`config.mk`:
```
export PLATFORM = sky130hd
export DESIGN_NAME = wbs_bridge_arbiter
export DESIGN_NICKNAME = d
export VERILOG_FILES = /design/src/rtl/wbs_bridge_arbiter.sv
export SDC_FILE = /design/constraint.sdc
export NUM_CORES = 1
export LEC_CHECK = 0
export CORE_AREA = 2 2 100 102
export DETAILED_ROUTE_END_ITERATION = 10
export DIE_AREA = 0 0 102 104
export HOLD_SLACK_MARGIN = 0.1
export PLACE_DENSITY = 0.67
export SKIP_LAST_GASP = 1
export SLEW_MARGIN = 40
export SYNTH_ARGS = -nofsm -noshare
export SYNTH_HDL_FRONTEND = slang
export SYNTH_SLANG_ARGS = --single-unit
```
`constraint.sdc`:
```
create_clock -name clk -period 1.67 [get_ports clk]
set_input_delay 0.334 -clock clk [delete_from_list [all_inputs] [get_ports clk]]
set_output_delay 0.334 -clock clk [all_outputs]
set_load 0.05 [all_outputs]
```
`src/rtl/wbs_bridge_arbiter.sv`:
```
// Two-master, one-slave Wishbone arbiter: round-robin grant held for a whole cyc,
// ack/err routed to the owner, watchdog forcing an error on a silent slave.
module wbs_bridge_arbiter #(
  parameter int DATA_WIDTH     = 32,
  parameter int ADDR_WIDTH     = 16,
  parameter int TIMEOUT_CYCLES = 255,
  localparam int CW            = $clog2(TIMEOUT_CYCLES + 1)
) (
  input  logic                  clk,
  input  logic                  rst_n,
  input  logic                  m0_cyc_i,
  input  logic                  m0_stb_i,
  input  logic                  m0_we_i,
  input  logic [ADDR_WIDTH-1:0] m0_adr_i,
  input  logic [DATA_WIDTH-1:0] m0_dat_i,
  output logic [DATA_WIDTH-1:0] m0_dat_o,
  output logic                  m0_ack_o,
  output logic                  m0_err_o,
  input  logic                  m1_cyc_i,
  input  logic                  m1_stb_i,
  input  logic                  m1_we_i,
  input  logic [ADDR_WIDTH-1:0] m1_adr_i,
  input  logic [DATA_WIDTH-1:0] m1_dat_i,
  output logic [DATA_WIDTH-1:0] m1_dat_o,
  output logic                  m1_ack_o,
  output logic                  m1_err_o,
  output logic                  s_cyc_o,
  output logic                  s_stb_o,
  output logic                  s_we_o,
  output logic [ADDR_WIDTH-1:0] s_adr_o,
  output logic [DATA_WIDTH-1:0] s_dat_o,
  input  logic [DATA_WIDTH-1:0] s_dat_i,
  input  logic                  s_ack_i,
  output logic [1:0]            grant_o,
  output logic                  timeout_o
);

  // Handshake: a beat completes in any cycle where the owner's stb and s_ack_i
  // are both high while BUSY; the ack reaches the owner combinationally.
  typedef enum logic [1:0] {ST_IDLE, ST_BUSY, ST_ERR} state_t;

  localparam logic [CW-1:0] CNT_LIMIT = CW'(TIMEOUT_CYCLES - 1);

  state_t        state_q, state_d;
  logic          owner_q, owner_d;
  logic          last_q, last_d;
  logic [CW-1:0] cnt_q, cnt_d;

  logic                  own_cyc, own_stb, own_we;
  logic [ADDR_WIDTH-1:0] own_adr;
  logic [DATA_WIDTH-1:0] own_dat;
  logic                  busy, err_st;

  always_comb begin
    own_cyc = owner_q ? m1_cyc_i : m0_cyc_i;
    own_stb = owner_q ? m1_stb_i : m0_stb_i;
    own_we  = owner_q ? m1_we_i  : m0_we_i;
    own_adr = owner_q ? m1_adr_i : m0_adr_i;
    own_dat = owner_q ? m1_dat_i : m0_dat_i;
  end

  always_comb begin
    state_d = state_q;
    owner_d = owner_q;
    last_d  = last_q;
    cnt_d   = cnt_q;
    case (state_q)
      ST_IDLE: begin
        cnt_d = '0;
        if (m0_cyc_i || m1_cyc_i) begin
          state_d = ST_BUSY;
          // Under contention the master that did not own the bus last wins.
          owner_d = (m0_cyc_i && m1_cyc_i) ? ~last_q : m1_cyc_i;
        end
      end
      ST_BUSY: begin
        if (!own_cyc) begin
          state_d = ST_IDLE;
          last_d  = owner_q;
          cnt_d   = '0;
        end else if (own_stb && !s_ack_i) begin
          if (cnt_q == CNT_LIMIT) begin
            state_d = ST_ERR;
            cnt_d   = '0;
          end else begin
            cnt_d = cnt_q + 1'b1;
          end
        end else begin
          cnt_d = '0;
        end
      end
      ST_ERR: begin
        state_d = ST_IDLE;
        last_d  = owner_q;
        cnt_d   = '0;
      end
      default: begin
        state_d = ST_IDLE;
        cnt_d   = '0;
      end
    endcase
  end

  always_ff @(posedge clk) begin
    if (!rst_n) begin
      state_q <= ST_IDLE;
      owner_q <= 1'b0;
      last_q  <= 1'b1;
      cnt_q   <= '0;
    end else begin
      state_q <= state_d;
      owner_q <= owner_d;
      last_q  <= last_d;
      cnt_q   <= cnt_d;
    end
  end

  // Qualifying with rst_n releases the slave bus in the very cycle reset is asserted.
  assign busy   = rst_n && (state_q == ST_BUSY);
  assign err_st = rst_n && (state_q == ST_ERR);

  always_comb begin
    s_cyc_o   = busy && own_cyc;
    s_stb_o   = busy && own_stb;
    s_we_o    = busy && own_we;
    s_adr_o   = busy ? own_adr : '0;
    s_dat_o   = busy ? own_dat : '0;
    m0_dat_o  = busy ? s_dat_i : '0;
    m1_dat_o  = busy ? s_dat_i : '0;
    m0_ack_o  = busy && !owner_q && s_ack_i;
    m1_ack_o  = busy &&  owner_q && s_ack_i;
    m0_err_o  = err_st && !owner_q;
    m1_err_o  = err_st &&  owner_q;
    timeout_o = err_st;
    grant_o   = (busy || err_st) ? {owner_q, ~owner_q} : 2'b00;
  end

endmodule

```
==> results.toml, run 1 <==
[floorplan]
rows = 36
fp.dieW_um = 102
coreArea_um2 = 9550
chipHeight_um = 104
die_area_um2 = 10600
ioPinCount = 259
start_util_pct = 19.3

[logic_synthesis]
synth.ff_latch_count = 12
synthFlopType = "dfxtp_1"
syn-instance-count = 254
synth.yosys.seq_area_share_pct = 13.1
synth_nets = 393
synth.avg_cell_area_um2 = 7.24
synth-adder-area-share_pct = 1.36
synth-compound-area-share_pct = 6.05
syn_area_um2 = 1840
synth_edf_count = 0
yosys.area_share.simple_pct = 31.8
yosys.cell_types.count = 34
ys_warn_count = 0
synth_top_family_by_area = "simple AND/OR/NAND/NOR gates"
synth-async-reset-ratio_pct = 0
synthMuxAreaShare_pct = 27.8
synth_xor_area_share_pct = 1.43

[timing]
maxSlewHeadroom_pct = 65.5
rsz0062_at_grt = "true"
slew_viol_final = 0
setup_slack_ps = -246
finalCritPeriodShare_pct = 115
period_needed_ps = 1920
tightest_slew_ps = 516
holdWs_ps = 512
setup_viol = 131
final_hold_viol_count = 0
fmax_mhz = 522
skew_ps = 7.75

[worst_setup_path]
start_kind = "flop"
crit_required_ps = 1340
critical_path.cell_chain = "buf_12, buf_12, buf_12, mux2i_4, nor2_4, buf_12"
r2r-start = "state_q[1]"
end_kind = "output port"
rr_endpoint = "cnt_q[6]"
ff2ff_path_depth = 6
r2r_setup_slack_ps = -190
critPathMaxFanout = 6
path_common_cell = "buf_12"
critical_path_arrival_ps = 1580
max_stage_delay_ps = 410
critical_path_class = "flop to output port"
cp_slowest_cell = "dfxtp_4"

[final_layout]
layout_commonest_cell = "buf_12"
nets = 654
multi_input_area_um2 = 2400
area_growth_pct = 304
layout-drive-gt1-share_pct = 64.2
nFillCells = 543
final_util_pct = 77.9
mostFrequentLayoutCells = "buf_12 (137), clkdlybuf4s50_1 (135), nor2_4 (48)"
seq_area_um2 = 251

[cts]
htreeDepth = 1
cts_tree = "built"
numCtsBuffers = 3
cts_sinks = 12
clkTransAtPathRegs_ps = 50
clk_path_buf_depth = 2
cts_root_buf = "clkbuf_8"
insertion_delay_ps = 250
hold_buffers = 0

[power]
power_frac_seq_pct = 9.6
power.density_nw_per_um2 = 433
power_frac_comb_pct = 80.3
switchingPower_mw = 1.34
p_sw_share_pct = 41.7
ir_drop_mv = 0.248
clockPowerShare_pct = 10.2
intPower_mw = 1.87
p_leak_nw = 2.67

[detailed_routing]
first_pass_iters = 4
totalWireLength_mm = 14.0
ant_nets = 0
routedWlPerCell_um = 21.6
drt-initial-drc-count = 102
vias = 3026
drc = 0
viasPerCell = 4.67

[global_routing]
grt_usage_pct = 24.4
grt_max_degree = 18
gr-total-overflow = 0
grt_first_pass_wirelength_mm = 19.8
first_global_vias = 3332
antenna_found_initial = 2

[placement]
dp_hpwl_mm = 8.89
port-buffer-count = 258
place_congestion = 0.831

[status]
status = "finished with violations"
failed_checks = "setup timing"

[hold_path]
min-delay-start = "last_q"
worstHoldPathType = "flop to flop"
min_to = "last_q"
min_path_cells = 2

[run]
cap_violations = 0
worst max path at each step:
stage | endpoint | from | depth (start not counted)
after floorplan | s_adr_o[0] | state_q[1] | 4
after global placement | s_adr_o[9] | rst_n | 6
after detailed placement | cnt_q[6] | rst_n | 5
after CTS | m0_dat_o[13] | state_q[1] | 5
after global routing | s_adr_o[13] | owner_q | 6
final | s_adr_o[13] | owner_q | 6
repair_timing:
action                                  4_1_cts  5_1_grt
endpoints found under the hold margin         0        0
gates cloned                                 14        0
endpoints found under the setup margin      131      131
buffers inserted                             21        3
gates resized for setup                     138       69
pin swaps                                    33       42
layer usage:
| layer | up-vias | GRT usage (%) | share of wire, % |
|---|---|---|---|
| li1 | 1362 | - | - |
| met1 | 1440 | 23.7 | 29 |
| met2 | 174 | 48.1 | 58 |
| met3 | 48 | 5.51 | 8.2 |
| met4 | 2 | 9.33 | 4.8 |
| met5 | - | 0 | 0.078 |
state kept, by name, summed over array words and instances, names as in the netlist:
| name | flops |
|---|---|
| last_q | 1 |
| cnt_q | 8 |
| owner_q | 1 |
| state_q | 2 |
power groups by stage:
stage | Combinational (mW) | Sequential [mW] | Clock [mW]
final | 2.58 | 0.307 | 0.327
after global routing | 2.66 | 0.308 | 0.350
after CTS | 2.49 | 0.305 | 0.323
after detailed placement | 1.99 | 0.314 | 0
after global placement | 1.96 | 0.313 | 0
after floorplan | 0.958 | 0.304 | 0
cell usage after synthesis, types with 5 or more instances:
cell type | count | share of area (%)
and3_1 | 5 | 1.7
clkbuf_1 | 10 | 2.0
mux2i_1 | 51 | 28
buf_2 | 5 | 1.4
dfxtp_1 | 12 | 13
nor2_1 | 56 | 11
nand2_1 | 6 | 1.2
nor3_1 | 5 | 1.4
and2_1 | 32 | 11
buf_4 | 32 | 13
metrics by stage:
step	setup WS (ps)	power [mW]	area [µm²]	cells	setup TNS [ps]
detailed placement	-363	2.30	5990	611	-35650
global placement	-314	2.28	5990	611	-32870
floorplan	-191	1.26	2160	254	-4980
CTS	-193	3.11	7200	650	-17880
global route	-275	3.32	7430	647	-20920
finish	-246	3.22	7430	648	-15840
cell type report:
type | count | share of cell area (%)
Timing Repair Buffer | 305 | 61.1
Inverter | 3 | 0.185
Sequential cell | 12 | 3.38
Antenna cell | 1 | 0.0337
Multi-Input combinational cell | 190 | 32.3
Tap cell | 133 | 2.24
Clock buffer | 4 | 0.740
critical path: cells and delay by family, from the launching register on:
| kind | cells | cell delay [ps] |
|---|---|---|
| buffers and inverters | 4 | 570 |
| flip-flops | 1 | 410 |
| multiplexers | 1 | 290 |
| AND/OR/NAND/NOR | 1 | 60 |
cells by family after synthesis:
kind of cell / after synthesis
compound gates: 16
fa+ha+maj: 2
buf+inv: 53
simple gates: 117
flops: 12
mux: 51
xor+xnor: 3
Note: power is estimated with default switching activity, not from simulation.
==> run 2, diff against run 1 <==
- RECOVER_POWER: not set -> 25
==> results of run 2 <==
No change in the layout: final DEF, timing and power equal those of run 1.
==> run 3, diff against run 2 <==
- ABC_CLOCK_PERIOD_IN_PS: not set -> 1670
- CTS_CLUSTER_DIAMETER: not set -> 60
- MAX_ROUTING_LAYER: not set -> met4
==> run 3 against run 2 <==
Net effect:
- the flow still finishes with violations (setup timing)
- first-iteration DRC count is 25% lower
- combinational power about the same
- cell area barely moved
==> results.toml, run 3 (synthesis results as in run 1) <==
[power]
p_leak_nw = 2.67
power.density_nw_per_um2 = 433
ir_drop_mv = 0.248

[detailed_routing]
totalWireLength_mm = 14.1
first_pass_iters = 4
viasPerCell = 4.64
ant_nets = 0
routedWlPerCell_um = 21.7
vias = 3013
drc = 0
drt-initial-drc-count = 76

[placement]
place_congestion = 0.844
place_inst = 611
dp_slack_ps = -363
dp_hpwl_mm = 8.89
port-buffer-count = 258

[final_layout]
top_register = "cnt_q"
area_growth_pct = 304
layout-drive-gt1-share_pct = 64.2
multi_input_area_um2 = 2400
largest_reg_flops = 8
mostFrequentLayoutCells = "buf_12 (137), clkdlybuf4s50_1 (135), nor2_4 (48)"
seq_area_um2 = 251
nFillCells = 542
layout_commonest_cell = "buf_12"
final_util_pct = 77.9
nets = 654
final_cells = 649
top_regs = "cnt_q x8, state_q x2"

[global_routing]
gr-total-overflow = 0
first_global_vias = 3334
grt_first_pass_wirelength_mm = 19.7
antenna_found_initial = 2
grt_usage_pct = 25.0
grt_max_degree = 18

[cts]
hold_buffers = 0
clkTransAtPathRegs_ps = 50
cts_sinks = 12
cts_root_buf = "clkbuf_8"
htreeDepth = 1
insertion_delay_ps = 250
cts_tree = "built"
numCtsBuffers = 3
clk_path_buf_depth = 2

[floorplan]
start_util_pct = 19.3
coreArea_um2 = 9550
rows = 36
chipHeight_um = 104
fp.dieW_um = 102
ioPinCount = 259
die_area_um2 = 10600

[worst_setup_path]
start_kind = "flop"
critical_path_arrival_ps = 1570
critical_path_class = "flop to output port"
critPathMaxFanout = 6
ff2ff_path_depth = 6
crit_required_ps = 1340
end_kind = "output port"

[timing]
slew_viol_final = 0
tightest_slew_ps = 519
fmax_mhz = 525
finalCritPeriodShare_pct = 114
skew_ps = 5.30
rsz0062_at_grt = "true"
setup_slack_ps = -235
setup_viol = 131
period_needed_ps = 1910
final_hold_viol_count = 0
maxSlewHeadroom_pct = 65.3

[run]
cap_violations = 0

[hold_path]
min_path_cells = 2
worstHoldPathType = "flop to flop"

[status]
failed_checks = "setup timing"
status = "finished with violations"
==> run 3: where the power goes <==
group | switching [mW] | internal [mW]
clock network | 0.115 | 0.209
registers | 0.0147 | 0.293
logic | 1.21 | 1.37
total | 1.34 | 1.87
==> run 3: per-stage QoR <==
stage | hold slack (ps) | area (µm²) | TNS [ps] | total power [mW]
after floorplan | 423 | 2160 | -4980 | 1.26
after global placement | 479 | 5990 | -32870 | 2.28
after detailed placement | 504 | 5990 | -35650 | 2.30
after CTS | 512 | 7200 | -17880 | 3.11
after global routing | 536 | 7440 | -20770 | 3.32
final | 509 | 7440 | -15480 | 3.22
==> run 3: final timing paths <==
kind                            slack, ps        from          end
worst max-delay path                 -240     owner_q  s_adr_o[13]
worst min-delay path                  510      last_q       last_q
worst max register to register       -180  state_q[1]     cnt_q[6]
worst min register to register        510      last_q       last_q
==> run 3: repair_timing <==
| action | CTS | global route |
|---|---|---|
| endpoints found under the setup margin | 131 | 131 |
| gates cloned | 14 | 0 |
| buffers inserted | 21 | 3 |
| pin swaps | 33 | 42 |
| hold endpoints to repair | 0 | 0 |
| gates resized for setup | 138 | 69 |
==> run 3: worst max-delay path, stage by stage, from the launching register on <==
cell and delay [ps]:
dfxtp_4 410, buf_12 150, buf_12 150, buf_12 120
mux2i_4 280, nor2_4 60, buf_12 150
==> run 3: per-layer routing <==
metal | routed length, µm | GRT usage [%]
met5 | 0 | -
met3 | 1020 | 4.57
met4 | 631 | 9.24
met1 | 4310 | 24.1
met2 | 8130 | 48.1
==> run 3: layout make-up <==
type	count	area share (%)
diodes	2	0.0673
inverters	3	0.185
repair buffers	305	61.1
well taps	133	2.24
flip-flops and latches	12	3.38
multi-input cells	190	32.3
clock buffers	4	0.740
